## src/rtl/cordic_phase_feeder_if.sv

```systemverilog
// Bus between the angle feeder and its surroundings: frequency/clear
// controls in, CORDIC angle plus output-alignment flags out.
interface cordic_phase_feeder_if #(
    parameter int PHASE_W = 16
);
    logic [PHASE_W-1:0] freq_word;
    logic               load_freq;
    logic               phase_clr;
    logic [7:0]         angle;
    logic               frame_start;
    logic               cos_neg;
    logic               out_valid;

    modport master (
        output freq_word, load_freq, phase_clr,
        input  angle, frame_start, cos_neg, out_valid
    );

    modport slave (
        input  freq_word, load_freq, phase_clr,
        output angle, frame_start, cos_neg, out_valid
    );
endinterface

```

## src/rtl/cordic_phase_feeder.sv

```systemverilog
// Frame-synchronous NCO feeding a CORDIC sine/cosine core. Each frame the
// phase is folded into +-pi/2, scaled to a Q2.6 radian angle and held for
// the whole frame; the cosine-negate flag is delayed to line up with the
// core's registered outputs.
module cordic_phase_feeder #(
    parameter int FRAME_LEN = 12,
    parameter int PHASE_W   = 16
) (
    input logic                  clk,
    input logic                  rst,
    cordic_phase_feeder_if.slave bus
);
    localparam int CW = $clog2(FRAME_LEN);
    localparam int PW = PHASE_W + 11;  // product width: theta (PHASE_W+1) x 804 (11 bits)

    localparam logic [CW-1:0] FC_FOLD  = CW'(0);
    localparam logic [CW-1:0] FC_SCALE = CW'(1);
    localparam logic [CW-1:0] FC_LAST  = CW'(FRAME_LEN - 1);

    // Quarter and half turn in the sign-extended phase domain.
    localparam logic signed [PHASE_W:0] QUARTER = {2'b00, 1'b1, {(PHASE_W-2){1'b0}}};
    localparam logic signed [PHASE_W:0] HALF    = {1'b0, 1'b1, {(PHASE_W-1){1'b0}}};

    // 804 / 2^(PHASE_W+1) approximates 2*pi / 2^PHASE_W in Q2.6 units; ROUND is half an LSB.
    localparam logic signed [PW-1:0] SCALE = PW'(804);
    localparam logic signed [PW-1:0] ROUND = {{(PW-PHASE_W-1){1'b0}}, 1'b1, {PHASE_W{1'b0}}};

    logic [CW-1:0]             fc;
    logic [PHASE_W-1:0]        phase;
    logic [PHASE_W-1:0]        freq_reg;
    logic                      clr_pend;
    logic signed [PHASE_W:0]   theta_r;
    logic                      flag_r;
    logic [1:0]                fpipe;
    logic [1:0]                vpipe;
    logic [7:0]                angle_r;
    logic                      frame_start_r;
    logic                      cos_neg_r;
    logic                      out_valid_r;

    logic [PHASE_W-1:0]        freq_now;
    logic signed [PHASE_W:0]   ps_ext;
    logic signed [PHASE_W:0]   theta_nx;
    logic                      flag_nx;
    logic [7:0]                angle_nx;

    // A load in the advance cycle must already use the incoming word.
    assign freq_now = bus.load_freq ? bus.freq_word : freq_reg;
    assign ps_ext   = {phase[PHASE_W-1], phase};
    assign angle_nx = 8'((PW'(theta_r) * SCALE + ROUND) >>> (PHASE_W + 1));

    // Fold the signed phase into [-pi/2, +pi/2]; flag marks a reflected angle.
    always_comb begin
        // NOTE: defaults first so every path assigns every output -- no latch.
        theta_nx = ps_ext;
        flag_nx  = 1'b0;
        if (ps_ext > QUARTER) begin
            theta_nx = HALF - ps_ext;
            flag_nx  = 1'b1;
        end else if (ps_ext < -QUARTER) begin
            theta_nx = -HALF - ps_ext;
            flag_nx  = 1'b1;
        end
    end

    // Frame counter, frequency register and phase accumulator with deferred clear.
    always_ff @(posedge clk) begin
        // NOTE: non-blocking assignments so every register samples pre-edge values.
        if (rst) begin
            fc       <= '0;
            freq_reg <= '0;
            phase    <= '0;
            clr_pend <= 1'b0;
        end else begin
            fc <= (fc == FC_LAST) ? '0 : fc + CW'(1);
            if (bus.load_freq)
                freq_reg <= bus.freq_word;
            if (fc == FC_LAST) begin
                phase    <= (clr_pend || bus.phase_clr) ? '0 : phase + freq_now;
                clr_pend <= 1'b0;
            end else if (bus.phase_clr) begin
                clr_pend <= 1'b1;
            end
        end
    end

    // Fold, scale and alignment pipeline, each stage firing once per frame.
    always_ff @(posedge clk) begin
        if (rst) begin
            theta_r       <= '0;
            flag_r        <= 1'b0;
            fpipe         <= '0;
            vpipe         <= '0;
            angle_r       <= '0;
            frame_start_r <= 1'b0;
            cos_neg_r     <= 1'b0;
            out_valid_r   <= 1'b0;
        end else begin
            frame_start_r <= (fc == FC_SCALE);
            if (fc == FC_FOLD) begin
                theta_r     <= theta_nx;
                flag_r      <= flag_nx;
                cos_neg_r   <= fpipe[1];
                out_valid_r <= vpipe[1];
            end
            if (fc == FC_SCALE) begin
                angle_r <= angle_nx;
                fpipe   <= {fpipe[0], flag_r};
                vpipe   <= {vpipe[0], 1'b1};
            end
        end
    end

    assign bus.angle       = angle_r;
    assign bus.frame_start = frame_start_r;
    assign bus.cos_neg     = cos_neg_r;
    assign bus.out_valid   = out_valid_r;
endmodule

```

## src/flat_wrapper.sv

```systemverilog
// flat-port wrapper written by rule: the top's interface ports become plain ports
module cordic_phase_feeder_flat 
#(
    parameter int FRAME_LEN = 12,
    parameter int PHASE_W   = 16
)
  (clk, rst, bus_freq_word, bus_load_freq, bus_phase_clr, bus_angle, bus_frame_start, bus_cos_neg, bus_out_valid);
  cordic_phase_feeder_if #(.PHASE_W(PHASE_W)) bus_i ();
  input logic clk;
  input logic rst;
  input wire logic [$bits(bus_i.freq_word)-1:0] bus_freq_word;
  input wire logic [$bits(bus_i.load_freq)-1:0] bus_load_freq;
  input wire logic [$bits(bus_i.phase_clr)-1:0] bus_phase_clr;
  output wire logic [$bits(bus_i.angle)-1:0] bus_angle;
  output wire logic [$bits(bus_i.frame_start)-1:0] bus_frame_start;
  output wire logic [$bits(bus_i.cos_neg)-1:0] bus_cos_neg;
  output wire logic [$bits(bus_i.out_valid)-1:0] bus_out_valid;
  assign bus_i.freq_word = bus_freq_word;
  assign bus_i.load_freq = bus_load_freq;
  assign bus_i.phase_clr = bus_phase_clr;
  assign bus_angle = bus_i.angle;
  assign bus_frame_start = bus_i.frame_start;
  assign bus_cos_neg = bus_i.cos_neg;
  assign bus_out_valid = bus_i.out_valid;
  cordic_phase_feeder #(.FRAME_LEN(FRAME_LEN), .PHASE_W(PHASE_W)) u_core (.clk(clk), .rst(rst), .bus(bus_i));
endmodule
```

## config.mk

```make
export PLATFORM = sky130hd
export DESIGN_NAME = cordic_phase_feeder_flat
export DESIGN_NICKNAME = d
export VERILOG_FILES = /design/src/rtl/cordic_phase_feeder_if.sv /design/src/rtl/cordic_phase_feeder.sv /design/src/flat_wrapper.sv
export SDC_FILE = /design/constraint.sdc
export NUM_CORES = 1
export LEC_CHECK = 0
export CORE_AREA = 2 2 105 127
export CTS_CLUSTER_SIZE = 28
export DETAILED_ROUTE_END_ITERATION = 8
export DIE_AREA = 0 0 107 129
export GPL_ROUTABILITY_DRIVEN = 0
export PLACE_DENSITY = 0.64
export SETUP_SLACK_MARGIN = 0.2
export SYNTH_ARGS = -nofsm -noshare
export SYNTH_HDL_FRONTEND = slang
export SYNTH_SLANG_ARGS = --single-unit
```

## constraint.sdc

```tcl
create_clock -name clk -period 8.9 [get_ports clk]
set_clock_uncertainty 0.1 [all_clocks]
set_input_delay 2.67 -clock clk [delete_from_list [all_inputs] [get_ports clk]]
set_output_delay 2.67 -clock clk [all_outputs]
set_load 0.01 [all_outputs]
```

Yosys cells after proc, flatten, opt, wreduce, memory -nomap -nowiden --
Index checks and enable logic that the tools add are counted.
Storage, ports and cells: flip-flop bits (word level) 70, bits of input ports 20, output and inout bits 11, logic and storage cells 31
Operators by class: $add $sub $neg 5, $mul 1, $lt $le $gt $ge 2, equality and inequality tests 2, muxes and demuxes 6, reduce and logical (&&, ||, !) cells 3
Operators by type and width (number):
- two-way mux 17 bit | 2
- two-way mux 16 bit | 2
- adder 25 x 18 -> 25 bit, second input constant | 1
- multiplier 17 x 9 -> 23 bit, second input constant | 1
- subtractor 16 x 16 -> 17 bit, first input constant | 1
- subtractor 17 x 16 -> 17 bit, first input constant | 1
- adder 16 bit | 1
- greater-than comparator 16 bit, second input constant | 1
- less-than comparator 16 x 15 -> 1 bit, second input constant | 1
- adder 4 x 1 -> 4 bit, second input constant | 1
- == test 4 x 1 -> 1 bit, second input constant | 1
- == test 4 bit, second input constant | 1
- zero test 4 bit | 1
- two-way mux 1 bit | 2
- OR reduction 2 bit | 1
- logical OR 1 bit | 1

Depth between registers and ports, before layout --
depth after elaboration 3, gate-level depth with buffers 19, depth with buffers taken out 19

Worst setup path before layout --
Ideal clock, no wire load.
path kind input to register, start point input bus_load_freq, end point register u_core.phase[14], library setup time 0.117 ns, data arrival time 5.611 ns, data required time 8.683 ns, slack 3.072 ns, cell stages on the path 13, buffers on the path 2, path through clkbuf_1 > clkbuf_1 > mux2_2 > ha_1 > fa_1 > a21o_1 > a21oi_1 > o21bai_1 > a21o_1 > a31oi_1 > o31ai_1 > xor2_1 > a22o_1
Between the ends: word-level cells in the longest chain between the ends 3
Ends and longest elaborated chain:
- from (decl) | line flat_wrapper.sv:12 | input wire logic [$bits(bus_i.load_freq)-1:0] bus_load_freq;
- two-way mux 16 bit
- via u_core.freq_now[0] | line cordic_phase_feeder.sv:41 | logic [PHASE_W-1:0] freq_now;
- adder 16 bit | line cordic_phase_feeder.sv:79 | phase <= (clr_pend || bus.phase_clr) ? '0 : phase + freq_now;
- two-way mux 16 bit | line cordic_phase_feeder.sv:79
- to (signal assigned) | line cordic_phase_feeder.sv:79
- to (decl) | line cordic_phase_feeder.sv:29 | logic [PHASE_W-1:0] phase;
The timed path passes the listed nets, and every way through them passes these cells. A chain may end at the register's enable or synchronous reset.

Worst setup path after layout --
start point input bus_load_freq, end point register u_core.phase[15]
Same word-level chain as after synthesis.

==> impl_metrics.py <==
metrics = {
    "global_route": {
        "busiest_layer": "met2",
        "met1_usage_pct": 18.4,
        "grt_util_all_layers_pct": 16.6,
        "gr-total-overflow": 0,
        "antenna_found_initial": 0,
        "grt_max_degree": 55,
        "grtUsageMet2_pct": 31.4,
        "grt_pass1_vias": 4122,
        "met3_usage_pct": 2.63,
        "grt_pass1_wl_mm": 18.4,
    },
    "timing": {
        "post-route-period-util_pct": 68.9,
        "timing.fmax_mhz": 163,
        "hold_viol": 0,
        "relSlewSlack_pct": 32.6,
        "tightestPinTransition_ns": 1.01,
        "min_period_ns": 6.13,
        "finalSetupTns_ns": 0,
        "slew_violations": 0,
        "finalSetupViolCount": 0,
        "rsz0062_at_grt": "no",
    },
    "detailed_routing": {
        "totalWireLength_mm": 10.7,
        "first_pass_iters": 4,
        "routedWlPerCell_um": 13.7,
        "drc": 0,
        "antenna_left": 0,
        "vias_per_cell": 5.39,
        "via_count": 4188,
        "drtIter0Drc": 135,
    },
    "yosys": {
        "yosysSeqAreaShare_pct": 25.3,
        "synth-compound-area-share_pct": 18.1,
        "synthXorXnorAreaFrac_pct": 7.44,
        "synth-simple-area-share_pct": 14.7,
        "synth_edf_count": 0,
        "synth_mux_area_share_pct": 3.98,
        "synthArstFlopShare_pct": 0,
        "synth.most_common_cell": "ha_1",
        "synth_top_family_by_area": "adder cells",
        "synth_seq_cells": 70,
        "synthCells": 585,
        "synth_top_area_cell": "dfxtp_1",
        "yosys.area_share.adder_pct": 26.9,
        "ys_top_cells_by_count": "ha_1, dfxtp_1, nor2_1, nand2_1",
        "ys_warn_count": 0,
        "synth_area_per_cell_sq_um": 9.46,
        "yosys.area.top_type_share_pct": 25.3,
        "synthTopCellsByArea": "dfxtp_1, ha_1, fa_1, xnor2_1, mux2_2",
        "syn_nets": 708,
        "synth_cell_types": 61,
        "syn_area_sq_um": 5540,
        "synth_ff_type": "dfxtp_1",
    },
    "floorplanning": {
        "rows": 45,
        "die_y_um": 129,
        "dieArea_sq_um": 13800,
        "core_sq_um": 12600,
        "start_util_pct": 44.1,
        "top_level_ports": 31,
        "die_x_um": 107,
    },
    "worst_setup_path": {
        "crit_family": "compound AO/OA/AOI/OAI gates",
        "crit_buf_inv": 1,
        "path_max_fanout": 17,
        "crit_type": "in2reg",
        "cp.required_ns": 9.06,
        "crit_arrival_ns": 6.29,
        "cp-end-kind": "register",
        "crit_chain": "clkdlybuf4s50_1 > mux2_2 > ha_1 > a211oi_1 > o21bai_1 > a31o_2 > a41oi_1 > a211o_1 > mux2i_1 > o21ai_0 > a2bb2oi_1",
        "crit_slowest_cell": "clkdlybuf4s50_1",
        "cp-start-kind": "input port",
        "slowest_delay_ns": 0.97,
    },
    "clock_network": {
        "post-cts-setup-buffers": 0,
        "cts-resized-gates": 0,
        "cts_sinks": 70,
        "ctsHoldBuffers": 0,
        "clock_latency_ns": 0.33,
        "htree_levels": 3,
        "clockBufferDepth": 2,
        "cts_buffers": 9,
        "clock-root-buffer": "clkbuf_16",
        "clkTransAtPathRegs_ns": 0.06,
        "cts_tree": "done",
    },
    "finish": {
        "fill_cells": 1172,
        "multi_input_area_sq_um": 3940,
        "nets": 731,
        "drive_gt1_share_pct": 8.48,
        "num_antenna_cells": 0,
        "register_area_sq_um": 1400,
        "area_growth_pct": 13.3,
        "largest_reg_flops": 17,
        "final_util_pct": 49.9,
    },
    "place": {
        "place.port_buffers": 30,
        "dp_hpwl_mm": 8.43,
    },
    "status": {
        "outcome": "complete, no violations",
    },
    "flow_run": {
        "maxCapViolations": 0,
    },
    "power": {
        "max-vdd-ir-drop_uv": 78.9,
        "p_total_uw": 1070,
        "p_per_area_nw_per_um2": 171,
        "p_leak_uw": 0.00283,
    },
    "worst_hold_path": {
        "min_path_type": "reg2reg",
    },
}
[stage by stage]
step / instance area [sq um] / hold WS (ns) / worst slack [ns] / std cells
final: 6270 / 0.355 / 2.77 / 777
after global routing: 6270 / 0.381 / 2.57 / 777
after CTS: 6270 / 0.356 / 2.78 / 777
after detailed placement: 5960 / 0.346 / 2.44 / 761
after global placement: 5960 / 0.340 / 2.55 / 761
after floorplan: 5540 / 0.332 / 3.07 / 585
[worst reg2reg max path: cells and delay by family (launching register included)]
kind	cells	cell delay [ns]
xor gates and xnor gates	2	0.29
muxes	1	0.42
adders and majority gates	6	2.10
AOI/OAI and AO/OA	4	1.07
buffers and inverters	2	0.10
and+or+nand+nor	4	0.50
DFF	1	0.35
[kinds of logic (layout without fill, tap and decap cells)]
family          after synthesis  in the layout
compound gates              131            131
xor+xnor                     47             47
fa+ha+maj                   103            103
buf+inv                      50             78
flops                        70             70
mux                          20             20
simple gates                164            164
[layer usage]
layer	up-vias	part of all wire [%]
met3	11	2.0
li1	2129	-
met1	1999	43
met4	0	1.7
met2	49	53
met5	-	0
[placed cells by master, fill, tap and decap left out, drive strengths merged, types with 5 or more instances in the layout]
master         instances
nor3                  11
a211oi                19
nand2                 39
nand3                 10
nor4                   6
a21o                  11
or3                    6
dfxtp                 70
o21ai                 22
nor2                  49
nor2b                 20
clkbuf                10
mux2                  16
a21oi                 28
fa                    27
xor2                  16
xnor2                 31
ha                    76
clkdlybuf4s50         29
a22o                  11
inv                   32
o211ai                 5
o21a                   6
[power by group]
group	internal, uW	leakage [uW]	switching (uW)	total, uW
logic	162	0.00211	192	354
registers	334	0.000572	18.9	353
clock network	226	0.000149	142	368
[worst paths after layout]
kind / cells past startpoint / slack [ns] / from / endpoint
max: 11 / 2.77 / bus_load_freq / u_core.phase[15]$_SDFFE_PP0P_
min: 2 / 0.35 / u_core.bus.cos_neg$_SDFFE_PP0N_ / u_core.bus.cos_neg$_SDFFE_PP0N_
max reg2reg: 19 / 3.87 / u_core.theta_r[1]$_SDFFE_PP0N_ / u_core.bus.angle[5]$_SDFFE_PP0P_
min reg2reg: 2 / 0.35 / u_core.bus.cos_neg$_SDFFE_PP0N_ / u_core.bus.cos_neg$_SDFFE_PP0N_
[final cells by class]
cell class	instances	share of cell area, %
Clock buffer	10	3.81
Clock inverter	6	1.10
Inverter	31	1.86
Multi-Input combinational cell	465	62.8
Sequential cell	70	22.3
Tap cell	164	3.27
Timing Repair Buffer	31	4.83
Power figures use the tool's default switching activity.
